--- src/rtl/interp_curve_table_if.sv ---
// interp_curve_table_if: request, table-write and result signals of the interpolated curve lookup
interface interp_curve_table_if #(
  parameter int IDX_W = 7,
  parameter int FRAC_W = 15,
  parameter int ENT_W = 7,
  parameter int OUT_FRAC_W = 6,
  parameter int TAG_W = 5
);
  logic clkena;
  logic in_valid;
  logic [TAG_W-1:0] in_tag;
  logic [IDX_W+FRAC_W-1:0] addr;
  logic wr_en;
  logic [IDX_W-1:0] wr_idx;
  logic [ENT_W-1:0] wr_data;
  logic out_valid;
  logic [TAG_W-1:0] out_tag;
  logic [ENT_W+OUT_FRAC_W-1:0] data;
  modport master (
    output clkena, in_valid, in_tag, addr, wr_en, wr_idx, wr_data,
    input out_valid, out_tag, data
  );
  modport slave (
    input clkena, in_valid, in_tag, addr, wr_en, wr_idx, wr_data,
    output out_valid, out_tag, data
  );
endinterface

--- src/rtl/interp_curve_table.sv ---
// interp_curve_table: 3-stage linearly interpolated curve lookup; INTERP_CURVE_ROUND_EN enables round-half-up
module interp_curve_table #(
  parameter int IDX_W = 7,
  parameter int FRAC_W = 15,
  parameter int WGT_W = 8,
  parameter int ENT_W = 7,
  parameter int OUT_FRAC_W = 6,
  parameter int TAG_W = 5,
  parameter INIT_FILE = "attack_curve.hex"
) (
  input logic clk,
  input logic reset,
  interp_curve_table_if.slave bus
);
  localparam int DEPTH = 2**IDX_W;
  localparam int OW = ENT_W + OUT_FRAC_W;
  localparam int SH = WGT_W - OUT_FRAC_W;
  localparam int PW = WGT_W + ENT_W + 2;
`ifdef INTERP_CURVE_ROUND_EN
  localparam logic signed [PW-1:0] RND = PW'((2**SH) / 2);
`else
  localparam logic signed [PW-1:0] RND = '0;
`endif
  function automatic logic [DEPTH-1:0][ENT_W-1:0] attack_curve();
    int v;
    for (int i = 0; i < DEPTH; i++) begin
      v = (i == DEPTH - 1) ? 2**ENT_W - 1 : (i * i + 30 * i) / 168;
      attack_curve[i] = ENT_W'((v > 2**ENT_W - 1) ? 2**ENT_W - 1 : v);
    end
  endfunction
  // the attack curve image is built in; any other image name starts blank and is loaded by writes
  logic [DEPTH-1:0][ENT_W-1:0] tbl = (INIT_FILE == "attack_curve.hex") ? attack_curve() : '0;
  logic [IDX_W-1:0] idx, nxt;
  logic v1, v2;
  logic [TAG_W-1:0] t1, t2;
  logic [ENT_W-1:0] d1, d2, e2;
  logic [WGT_W-1:0] w1;
  logic [OW-1:0] p2;
  logic signed [ENT_W:0] diff;
  logic signed [PW-1:0] prod;
  logic unused_frac;
  assign idx = bus.addr[IDX_W+FRAC_W-1:FRAC_W];
  assign nxt = &idx ? idx : idx + 1'b1;
  assign unused_frac = ^bus.addr[FRAC_W-WGT_W-1:0];
  always_comb begin
    diff = $signed({1'b0, d2}) - $signed({1'b0, d1});
    prod = $signed({1'b0, w1}) * diff;
  end
  always_ff @(posedge clk) begin
    if (reset) begin
      v1 <= 1'b0;
      t1 <= '0;
      d1 <= '0;
      d2 <= '0;
      w1 <= '0;
      v2 <= 1'b0;
      t2 <= '0;
      e2 <= '0;
      p2 <= '0;
      bus.out_valid <= 1'b0;
      bus.out_tag <= '0;
      bus.data <= '0;
    end else if (bus.clkena) begin
      v1 <= bus.in_valid;
      t1 <= bus.in_tag;
      d1 <= tbl[idx];
      d2 <= tbl[nxt];
      w1 <= bus.addr[FRAC_W-1 -: WGT_W];
      v2 <= v1;
      t2 <= t1;
      e2 <= d1;
      p2 <= OW'((prod + RND) >>> SH);
      bus.out_valid <= v2;
      bus.out_tag <= t2;
      bus.data <= (OW'(e2) << OUT_FRAC_W) + p2;
    end
  end
  always_ff @(posedge clk) begin
    if (bus.wr_en && !reset) tbl[bus.wr_idx] <= bus.wr_data;
  end
endmodule

--- src/flat_wrapper.sv ---
// flat-port wrapper written by rule: the top's interface ports become plain ports
module interp_curve_table_flat 
#(
  parameter int IDX_W = 7,
  parameter int FRAC_W = 15,
  parameter int WGT_W = 8,
  parameter int ENT_W = 7,
  parameter int OUT_FRAC_W = 6,
  parameter int TAG_W = 5,
  parameter INIT_FILE = "                "
)
  (clk, reset, bus_clkena, bus_in_valid, bus_in_tag, bus_addr, bus_wr_en, bus_wr_idx, bus_wr_data, bus_out_valid, bus_out_tag, bus_data);
  interp_curve_table_if #(.IDX_W(IDX_W), .FRAC_W(FRAC_W), .ENT_W(ENT_W), .OUT_FRAC_W(OUT_FRAC_W), .TAG_W(TAG_W)) bus_i ();
  input logic clk;
  input logic reset;
  input wire logic [$bits(bus_i.clkena)-1:0] bus_clkena;
  input wire logic [$bits(bus_i.in_valid)-1:0] bus_in_valid;
  input wire logic [$bits(bus_i.in_tag)-1:0] bus_in_tag;
  input wire logic [$bits(bus_i.addr)-1:0] bus_addr;
  input wire logic [$bits(bus_i.wr_en)-1:0] bus_wr_en;
  input wire logic [$bits(bus_i.wr_idx)-1:0] bus_wr_idx;
  input wire logic [$bits(bus_i.wr_data)-1:0] bus_wr_data;
  output wire logic [$bits(bus_i.out_valid)-1:0] bus_out_valid;
  output wire logic [$bits(bus_i.out_tag)-1:0] bus_out_tag;
  output wire logic [$bits(bus_i.data)-1:0] bus_data;
  assign bus_i.clkena = bus_clkena;
  assign bus_i.in_valid = bus_in_valid;
  assign bus_i.in_tag = bus_in_tag;
  assign bus_i.addr = bus_addr;
  assign bus_i.wr_en = bus_wr_en;
  assign bus_i.wr_idx = bus_wr_idx;
  assign bus_i.wr_data = bus_wr_data;
  assign bus_out_valid = bus_i.out_valid;
  assign bus_out_tag = bus_i.out_tag;
  assign bus_data = bus_i.data;
  interp_curve_table #(.IDX_W(IDX_W), .FRAC_W(FRAC_W), .WGT_W(WGT_W), .ENT_W(ENT_W), .OUT_FRAC_W(OUT_FRAC_W), .TAG_W(TAG_W), .INIT_FILE(INIT_FILE)) u_core (.clk(clk), .reset(reset), .bus(bus_i));
endmodule
--- config.mk ---
export PLATFORM = sky130hd
export DESIGN_NAME = interp_curve_table_flat
export DESIGN_NICKNAME = d
export VERILOG_FILES = /design/src/rtl/interp_curve_table_if.sv /design/src/rtl/interp_curve_table.sv /design/src/flat_wrapper.sv
export SDC_FILE = /design/constraint.sdc
export NUM_CORES = 2
export LEC_CHECK = 0
export BUFFER_PORTS_ARGS = -buffer_cell sky130_fd_sc_hd__buf_2
export CAP_MARGIN = 5
export CORE_AREA = 2 2 283 285
export DETAILED_ROUTE_END_ITERATION = 8
export DIE_AREA = 0 0 285 287
export PLACE_DENSITY = 0.78
export SLEW_MARGIN = 20
export SYNTH_ARGS = -nofsm -noshare
export SYNTH_HDL_FRONTEND = slang
export SYNTH_SLANG_ARGS = --single-unit
--- constraint.sdc ---
create_clock -name clk -period 6.03 [get_ports clk]
set_input_delay 0 -clock clk [delete_from_list [all_inputs] [get_ports clk]]
set_output_delay 0 -clock clk [all_outputs]
set_load 0.02 [all_outputs]
==> results.md <==
* Routed wire length at 143800 um
* Critical path fanouts, max at 3
* GPL Wtd Cong at 0.9619
* Asr flop ratio synth at 0
* # IOs at 65
* Net Count, Synth at 3106
* First-pass GRT wire length at 209200 um
* Layout cells sized above 1 at 0.2252
* Inst Count DP at 3951
* Clock Skews at 0.04448 ns
* Pwr/cell area at 311.1 nW/um^2
* Worst-skew pair later-pin latency at 0.68 ns
* Avg Inst Size Synth at 15.80 um^2
* Die X at 285 um
* Post-CTS setup buffers at 0
* Height of the die at 287 um
* Seq cells post-synth at 969
* Drt drc at 0
* Initial Util at 0.5972
* Data arrival time of the critical path at 6.28 ns
* First-pass DRT Iterations at 8
* Nets at 3161
* Slew Viols, Final at 0
* Startpoint Class: flop
* Ys flop type: edfxtp_1
* Rel. slew slack at 0.2022
* Pin count of the biggest net entering global routing at 129
* CTS tree: done
* Gr ovfl total at 0
* Seq/Total Area, Yosys at 0.6042
* Area of the core at 78610 um^2
* Antenna Violating Nets Remaining at 0
* Detail Placement HPWL at 94350 um
* Clk sink count at 969
* Vias in the first global route at 30.78k
* 1st-iter DRT viols at 5628
* Total CTS buffers at 97
* Critical path required time at 6.58 ns
* Share of the synthesized area in the top cell type at 0.5731
* Avg WL per Cell at 34.56 um
* Die area at 81800 um^2
* Non-filler cells, final at 4161
* RR Startpoint: u_core.d1[1]
* RSZ-0062 raised after global routing: no
* Peak supply drop at 0.2706 mV
* Synth cell types at 77
* Synth area leader: edfxtp_1
* Vias post-DR at 31.37k
* Fin crit share at 0.9506
* Root buffer cell: clkbuf_16
* Worst hold margin at 0.05403 ns
* Htree depth at 3
* Num rows at 103
* Hold Vio Cnt, Final at 0
* Leakage power at 17.00 nW
* Port Buf Inserts at 57
* Synth-to-layout area growth at 10.48%
* Post-route minimum period at 5.732 ns
* Worst slew pin tran at 1.194 ns
* Synth warn at 0
* All-Layer GR Usage at 0.3525
* Crit path kind: flop to flop
* Max Cap Viol at 0
* Clk slew on worst S/H paths at 0.06 ns
* Synthesized area at 46950 um^2
* CP endpoint kind: flop
* Fmax at 0.1745 GHz
* Post-synth EDFFs at 896
* Synth top area cells: edfxtp_1 (57%), mux4_2 (17%), dfxtp_1 (3.1%)
* Run status: completed
* Worst hold start: reset
* CTS max path bufs at 3
* Final setup fails at 0
* DR vias/cell at 7.539
* HP Class: input port to flop
* Initial antenna violation count at 13
* Final TNS setup at 0 ns
* Syn Inst Count at 2972
* Worst Setup SP: u_core.d1[1]
## power breakdown
group / internal [W] / switching (W)
Clock: 0.00346 / 0.00265
Combinational: 0.000996 / 0.00158
Sequential: 0.00740 / 0.0000472
Total: 0.0119 / 0.00428
## Yosys cell counts (23+ instances only)
master,number
nor3_1,60
fa_1,39
buf_2,88
buf_1,34
mux4_2,347
nand2_1,71
nor2_1,271
clkbuf_1,79
mux2i_1,132
nand3_1,25
o22ai_1,168
a211oi_1,23
edfxtp_1,896
a21oi_1,55
ha_1,49
inv_1,80
nor4_1,27
and2_1,49
o21ai_0,61
dfxtp_1,73
o221ai_1,99
## layout by cell type (no fill, tap or decap), drive strengths merged, types with 8 or more instances in the layout
cell         count
o21ai           63
fa              39
dfxtp           73
buf            146
dlygate4sd3     27
nor2b           16
a21oi           56
nor3            61
o22ai          169
mux2i          132
inv             87
or3             13
o211ai           9
a22o            15
clkinv          36
mux2            15
a21o            11
edfxtp         896
ha              49
a211oi          23
bufinv           8
nor2           271
nand2           72
clkbuf         122
a22oi            8
nor4            27
xnor2           15
and2            50
mux4           347
o221ai          99
nand3           25
## critical path: stages, from the launching register on
cell	delay (ns)
dfxtp_1	0.35
inv_1	0.08
ha_1	0.27
nor2b_1	0.13
o21ai_1	0.09
a21boi_0	0.31
o21ai_1	0.13
nor2b_1	0.16
xnor2_1	0.26
nand2_1	0.13
fa_1	0.52
fa_1	0.49
inv_1	0.05
fa_1	0.47
inv_1	0.05
fa_1	0.47
inv_1	0.04
ha_1	0.31
o21ai_0	0.14
a21boi_1	0.24
o21ai_2	0.11
a211oi_2	0.27
nor4_1	0.08
and3_1	0.22
a311o_1	0.26
## sequential cells by signal, summed over array words and instances (netlist names)
name	count
u_core.v2	1
u_core.d2	7
u_core.t2	5
u_core.bus.out_valid	1
u_core.v1	1
u_core.p2	13
u_core.e2	7
u_core.w1	8
u_core.bus.out_tag	5
u_core.bus.data	13
u_core.t1	5
u_core.tbl	896
u_core.d1	7
## cell families after synthesis
logic type / Yosys count / share of synthesized area
compound gates: 520 / 0.07720
xor+xnor: 20 / 0.003731
fa+ha+maj: 88 / 0.02969
buf+inv: 297 / 0.02801
flops: 969 / 0.6042
mux: 494 / 0.1982
simple gates: 584 / 0.05900
## area by class of cell
cell class / instances / area [um^2]
Inverter: 80 / 300.3
Antenna cell: 3 / 7.507
Fill cell: 5208 / 26740
Tap cell: 1050 / 1314
Clock inverter: 58 / 603.1
Sequential cell: 969 / 28370
Timing Repair Buffer: 173 / 1313
Multi-Input combinational cell: 1706 / 17340
Clock buffer: 122 / 2624
## metal layers
layer / GRT usage / routed length (um) / vias up
li1: - / - / 12310
met1: 0.4565 / 47830 / 15690
met2: 0.5401 / 65460 / 2806
met3: 0.1054 / 20480 / 553
met4: 0.1961 / 9966 / 10
met5: 0 / 71 / -
## through the flow
stage / area, um^2 / utilization / worst slack (ns) / power (W)
5_1_grt: 51870 / 0.6598 / 0.02068 / 0.01660
2_1_floorplan: 46950 / - / 0.6010 / 0.009195
4_1_cts: 51830 / 0.6593 / 0.07344 / 0.01607
6_report: 51870 / 0.6598 / 0.2981 / 0.01614
3_5_place_dp: 48340 / 0.6149 / 0.1041 / 0.01005
3_3_place_gp: 48340 / 0.6149 / 0.3203 / 0.01000
## final timing paths
path                                 endpoint  slack, ns  cells past startpoint
worst min register to register  u_core.p2[10]       0.49                      2
worst min-delay path             u_core.e2[0]       0.05                      3
worst max-delay path            u_core.p2[12]       0.30                     24
worst max register to register  u_core.p2[12]       0.30                     24
## timing repair
item,CTS,global route
gates resized for setup,0,9
hold buffers,26,1
endpoints found under the setup margin,0,3
endpoints found under the hold margin,380,41
Note: power is estimated with default switching activity, not from simulation.
